==> src/rtl/plic_gateway.sv <==
// plic_gateway: per-source interrupt gateways feeding the PLIC priority tree.
// Each source turns a level or rising-edge line into one pending request.
// It holds that request until the target claims it and then completes it.
// Edges that arrive while a request is outstanding are counted and replayed.
// State encoding for the debug output (2 bits per source): 0=IDLE, 1=PENDING, 2=CLAIMED.
module plic_gateway #(
    parameter int SOURCES          = 31,
    parameter int EDGE_COUNT_WIDTH = 4
) (
    input  logic                 clk_i,
    input  logic                 rstn_i,
    input  logic [SOURCES-1:0]   interrupt_source_i,
    input  logic [SOURCES-1:0]   interrupt_edge_mode_i,
    input  logic                 claim_valid_i,
    input  logic [31:0]          claim_id_i,
    input  logic                 complete_valid_i,
    input  logic [31:0]          complete_id_i,
    output logic [SOURCES-1:0]   interrupt_pending_o,
    output logic [SOURCES-1:0]   interrupt_in_service_o,
    output logic [SOURCES-1:0]   interrupt_edge_overflow_o,
    output logic [2*SOURCES-1:0] dbg_state_o
);

    typedef enum logic [1:0] {
        ST_IDLE    = 2'd0,
        ST_PENDING = 2'd1,
        ST_CLAIMED = 2'd2
    } gw_state_e;

    localparam logic [EDGE_COUNT_WIDTH-1:0] CNT_MAX  = '1;
    localparam logic [EDGE_COUNT_WIDTH-1:0] CNT_ZERO = '0;
    localparam logic [EDGE_COUNT_WIDTH-1:0] CNT_ONE  = EDGE_COUNT_WIDTH'(1);

    gw_state_e                   state_q [SOURCES];
    gw_state_e                   state_d [SOURCES];
    logic [EDGE_COUNT_WIDTH-1:0] cnt_q   [SOURCES];
    logic [EDGE_COUNT_WIDTH-1:0] cnt_d   [SOURCES];
    logic [SOURCES-1:0]          prev_q, prev_d;
    logic [SOURCES-1:0]          mode_q, mode_d;
    logic [SOURCES-1:0]          pend_q, pend_d;
    logic [SOURCES-1:0]          svc_q, svc_d;
    logic [SOURCES-1:0]          ovf_q, ovf_d;

    logic [SOURCES-1:0]          rise;
    logic [SOURCES-1:0]          sat;
    logic [SOURCES-1:0]          mode_chg;
    logic [SOURCES-1:0]          claim_hit;
    logic [SOURCES-1:0]          complete_hit;

    // Next-state for every gateway: edge detect, edge counter, FSM and output decode.
    // Handshake: claim/complete are single-cycle strobes with no back-pressure;
    // a strobe whose ID does not address a source in the matching state is dropped.
    always_comb begin
        prev_d = interrupt_source_i;
        mode_d = interrupt_edge_mode_i;
        pend_d = '0;
        svc_d  = '0;
        ovf_d  = ovf_q;
        rise         = interrupt_source_i & ~prev_q;
        mode_chg     = interrupt_edge_mode_i ^ mode_q;
        sat          = '0;
        claim_hit    = '0;
        complete_hit = '0;
        for (int k = 0; k < SOURCES; k++) begin
            state_d[k] = state_q[k];
            cnt_d[k]   = cnt_q[k];
            sat[k]          = (cnt_q[k] == CNT_MAX);
            // IDs are 1-based; ID 0 and IDs above SOURCES never match any k.
            claim_hit[k]    = claim_valid_i    && (claim_id_i    == 32'(k + 1));
            complete_hit[k] = complete_valid_i && (complete_id_i == 32'(k + 1));

            // A rise that finds the counter full is lost; remember that it happened.
            if (interrupt_edge_mode_i[k] && !mode_chg[k] && rise[k] && sat[k]) begin
                ovf_d[k] = 1'b1;
            end

            case (state_q[k])
                ST_IDLE: begin
                    if (!interrupt_edge_mode_i[k]) begin
                        if (interrupt_source_i[k]) begin
                            state_d[k] = ST_PENDING;
                        end
                    end else if (cnt_q[k] != CNT_ZERO) begin
                        // Forward one stored edge; a fresh unsaturated rise replaces it.
                        state_d[k] = ST_PENDING;
                        if (!(rise[k] && !sat[k])) begin
                            cnt_d[k] = cnt_q[k] - CNT_ONE;
                        end
                    end else if (rise[k]) begin
                        // Empty counter: the rise itself is forwarded, nothing stored.
                        state_d[k] = ST_PENDING;
                    end
                end
                ST_PENDING: begin
                    if (claim_hit[k]) begin
                        state_d[k] = ST_CLAIMED;
                    end
                    if (interrupt_edge_mode_i[k] && rise[k] && !sat[k]) begin
                        cnt_d[k] = cnt_q[k] + CNT_ONE;
                    end
                end
                ST_CLAIMED: begin
                    if (complete_hit[k]) begin
                        state_d[k] = ST_IDLE;
                    end
                    if (interrupt_edge_mode_i[k] && rise[k] && !sat[k]) begin
                        cnt_d[k] = cnt_q[k] + CNT_ONE;
                    end
                end
                default: begin
                    state_d[k] = ST_IDLE;
                end
            endcase

            // Level sources keep no count; a mode switch discards whatever was stored.
            if (!interrupt_edge_mode_i[k] || mode_chg[k]) begin
                cnt_d[k] = CNT_ZERO;
            end

            pend_d[k] = (state_d[k] == ST_PENDING);
            svc_d[k]  = (state_d[k] == ST_CLAIMED);
        end
    end

    // State, counters and registered outputs; synchronous active-low reset.
    always_ff @(posedge clk_i) begin
        if (!rstn_i) begin
            for (int k = 0; k < SOURCES; k++) begin
                state_q[k] <= ST_IDLE;
                cnt_q[k]   <= CNT_ZERO;
            end
            prev_q <= '0;
            mode_q <= '0;
            pend_q <= '0;
            svc_q  <= '0;
            ovf_q  <= '0;
        end else begin
            for (int k = 0; k < SOURCES; k++) begin
                state_q[k] <= state_d[k];
                cnt_q[k]   <= cnt_d[k];
            end
            prev_q <= prev_d;
            mode_q <= mode_d;
            pend_q <= pend_d;
            svc_q  <= svc_d;
            ovf_q  <= ovf_d;
        end
    end

    // Drive ports from the registers and flatten the per-source FSM states.
    always_comb begin
        interrupt_pending_o       = pend_q;
        interrupt_in_service_o    = svc_q;
        interrupt_edge_overflow_o = ovf_q;
        dbg_state_o               = '0;
        for (int k = 0; k < SOURCES; k++) begin
            dbg_state_o[2*k +: 2] = state_q[k];
        end
    end

endmodule

==> config.mk <==
export PLATFORM = sky130hd
export DESIGN_NAME = plic_gateway
export DESIGN_NICKNAME = d
export VERILOG_FILES = /design/src/rtl/plic_gateway.sv
export SDC_FILE = /design/constraint.sdc
export NUM_CORES = 1
export LEC_CHECK = 0
export ABC_AREA = 1
export CORE_ASPECT_RATIO = 0.75
export CORE_UTILIZATION = 60
export CTS_CLUSTER_SIZE = 20
export DETAILED_ROUTE_END_ITERATION = 10
export PLACE_DENSITY_LB_ADDON = 0.3
export SYNTH_ARGS = -nofsm -noshare
export SYNTH_HDL_FRONTEND = slang
export SYNTH_SLANG_ARGS = --single-unit
==> constraint.sdc <==
create_clock -name clk_i -period 3.3 [get_ports clk_i]
set_input_delay 0.66 -clock clk_i [delete_from_list [all_inputs] [get_ports clk_i]]
set_output_delay 0.66 -clock clk_i [all_outputs]
set_load 0.05 [all_outputs]
==> flow_metrics.tcl <==
set metrics [dict create \
    setup_viol 0 \
    final_common_cell "nand2_1" \
    synth_top_area_share_pct 33.3 \
    drive_gt1_share_pct 3.19 \
    syn_inst 2958 \
    rsz0062_at_grt "false" \
    io_pins 285 \
    viasPerCell 5.32 \
    grtUsageTotal_pct 31.0 \
    fp.dieH_um 162 \
    status "finished, final reports clean" \
    cts_buffers 38 \
    syn_nets 3305 \
    final_cell_area_mm2 0.0251 \
    fp-row-count 58 \
    maxCapViolCount 0 \
    final_max_slew_viol_count 0 \
    path_class "reg2out" \
    fin_util_pct 74.7 \
    cp_slowest_stage_delay_ps 890 \
    cp.arrival_ps 1860 \
    nets 3610 \
    place_area_mm2 0.0238 \
    start_kind "flip-flop" \
    grt_pass1_vias 19000 \
    first_pass_iters 8 \
    drc 0 \
    clockBufferDepth 3 \
    grt_start_max_net_pins 62 \
    fin_setup_tns_ps 0 \
    cts_tree "yes" \
    ys_seq_area_share_pct 33.3 \
    critical_path_depth 1 \
    dpl_worst_slack_ps 501 \
    critPathSlowestCell "clkdlybuf4s50_1" \
    globalplace.congestion 0.934 \
    final_antenna_net_count 0 \
    ys_types 31 \
    dp_cells 3673 \
    ys_ff_latch 341 \
    post-route-min-period_ps 2520 \
    cts-resized-gates 0 \
    syn_area_mm2 0.0205 \
    portBuffers 284 \
    critPathMaxFanout 4 \
    die_w_um 215 \
    yosysWarningCount 0 \
    fin_cells 3742 \
    fill_cells 2476 \
    clock_skew_ps 14.7 \
    start_util_pct 61.0 \
    whs_path_depth 2 \
    vias 19900 \
    antenna_found_initial 1 \
    fin_crit_sh_pct 76.4 \
    crit_chain "clkdlybuf4s50_1" \
    clkTransAtPathRegs_ps 50 \
    synth_area_leaders "dfxtp_1, nand2_1, ha_1, inv_1, nand3_1" \
    overflow 0 \
    clock.fmax_mhz 397 \
    holdCritPathClass "reg2reg" \
    htree_levels 2 \
    clock-root-buffer "clkbuf_16" \
    fp.coreArea_mm2 0.0336 \
    post-cts-setup-buffer-count 0 \
    tightestPinTransition_ps 973 \
    crit_path_end_kind "output pin" \
    required_ps 2640 \
    max_slew_margin_pct 35.0 \
    timing.final.ws_setup_ps 779 \
    hold_buffers 0 \
    area_delta_synth_final_pct 22.3 \
    grt_pass1_wl_mm 89.5 \
    drtIter0Drc 1504 \
    leakagePower_nw 12.1 \
    p_per_area_mw_per_mm2 442 \
    final-hold-violation-count 0 \
    yosys.area.top_type "dfxtp_1" \
    clock-sinks 341 \
    routedWlPerCell_um 14.6 \
    ir_drop_uv 432 \
    layout_common_cells "nand2_1, inv_1, dfxtp_1, nor2_1, nand3_1" \
    insertion_delay_ps 550 \
    place_hpwl_mm 42.3 \
    path_buf_inv 1 \
    routed_wl_mm 54.8 \
    syn-mean-instance-area_um2 6.93 \
    dieArea_mm2 0.0349 \
    critPathTopFamily "buffers and inverters" \
    worstRegToRegCells 9 \
]
layout make-up:
type,instances,area [µm²],share of cell area (%)
Multi-Input combinational cell,2021,11400,45.4
Sequential cell,341,6830,27.2
Timing Repair Buffer,293,2950,11.7
Inverter,568,2130,8.50
Clock buffer,59,1160,4.64
Tap cell,450,563,2.24
Clock inverter,9,72.6,0.289
Antenna cell,1,2.50,0.00998
stage by stage:
stage               hold slack, ps  power, mW
floorplan                      427       6.15
global placement               449       6.79
detailed placement             447       6.91
CTS                            455       11.1
global route                   488       11.6
finish                         456       11.1
cell usage after synthesis:
cell type,n
nand4_1,79
buf_1,9
o21ai_0,82
buf_4,5
nor2_4,4
o21ai_1,8
nand3_1,289
nand2_1,676
nand3_4,1
o21bai_2,1
nor2_1,321
or2_1,2
ha_1,186
a31oi_1,1
nor3_1,2
nand2_2,1
xnor2_1,62
or2_0,5
inv_1,568
nor2_2,4
o21ai_2,20
a21oi_1,186
o21bai_1,22
o41ai_1,1
dfxtp_1,341
clkbuf_1,4
or2_2,6
buf_2,4
buf_6,6
fa_1,31
xor2_1,31
power by group:
group	switching, mW	internal (mW)	total (mW)	leakage (nW)
clock network	1.73	2.50	4.23	0.610
logic	1.53	0.910	2.44	8.71
registers	0.138	4.28	4.42	2.78
total	3.40	7.69	11.1	12.1
worst paths after layout:
kind / start / end / slack, ps
min: mode_q[17] / cnt_q[1][7] / 460
max: state_q[0][52] / dbg_state_o[52] / 780
max reg2reg: state_q[0][40] / cnt_q[1][19] / 1200
min reg2reg: mode_q[17] / cnt_q[1][7] / 460
layer usage:
metal,vias up,global-route usage [%],wire [µm]
li1,9906,-,-
met1,9126,38.0,23100
met2,734,53.9,25800
met3,133,5.13,3770
met4,0,13.5,2100
met5,-,0,0
cell families (layout without fill, tap and decap cells):
kind of cell	Yosys count	count (layout)	synth area share, %
simple gates	1390	1390	28.6
compound gates	321	321	8.52
buf+inv	596	929	11.2
other cells	0	1	0
xor+xnor	93	93	3.97
fa+ha+maj	217	217	14.4
flops	341	341	33.3
flip-flops by register name, summed over array words and instances (netlist names):
register,count
interrupt_edge_overflow_o,31
interrupt_pending_o,31
cnt_q,124
prev_q,31
mode_q,31
interrupt_in_service_o,31
state_q,62
(Power assumes the default switching activity.)
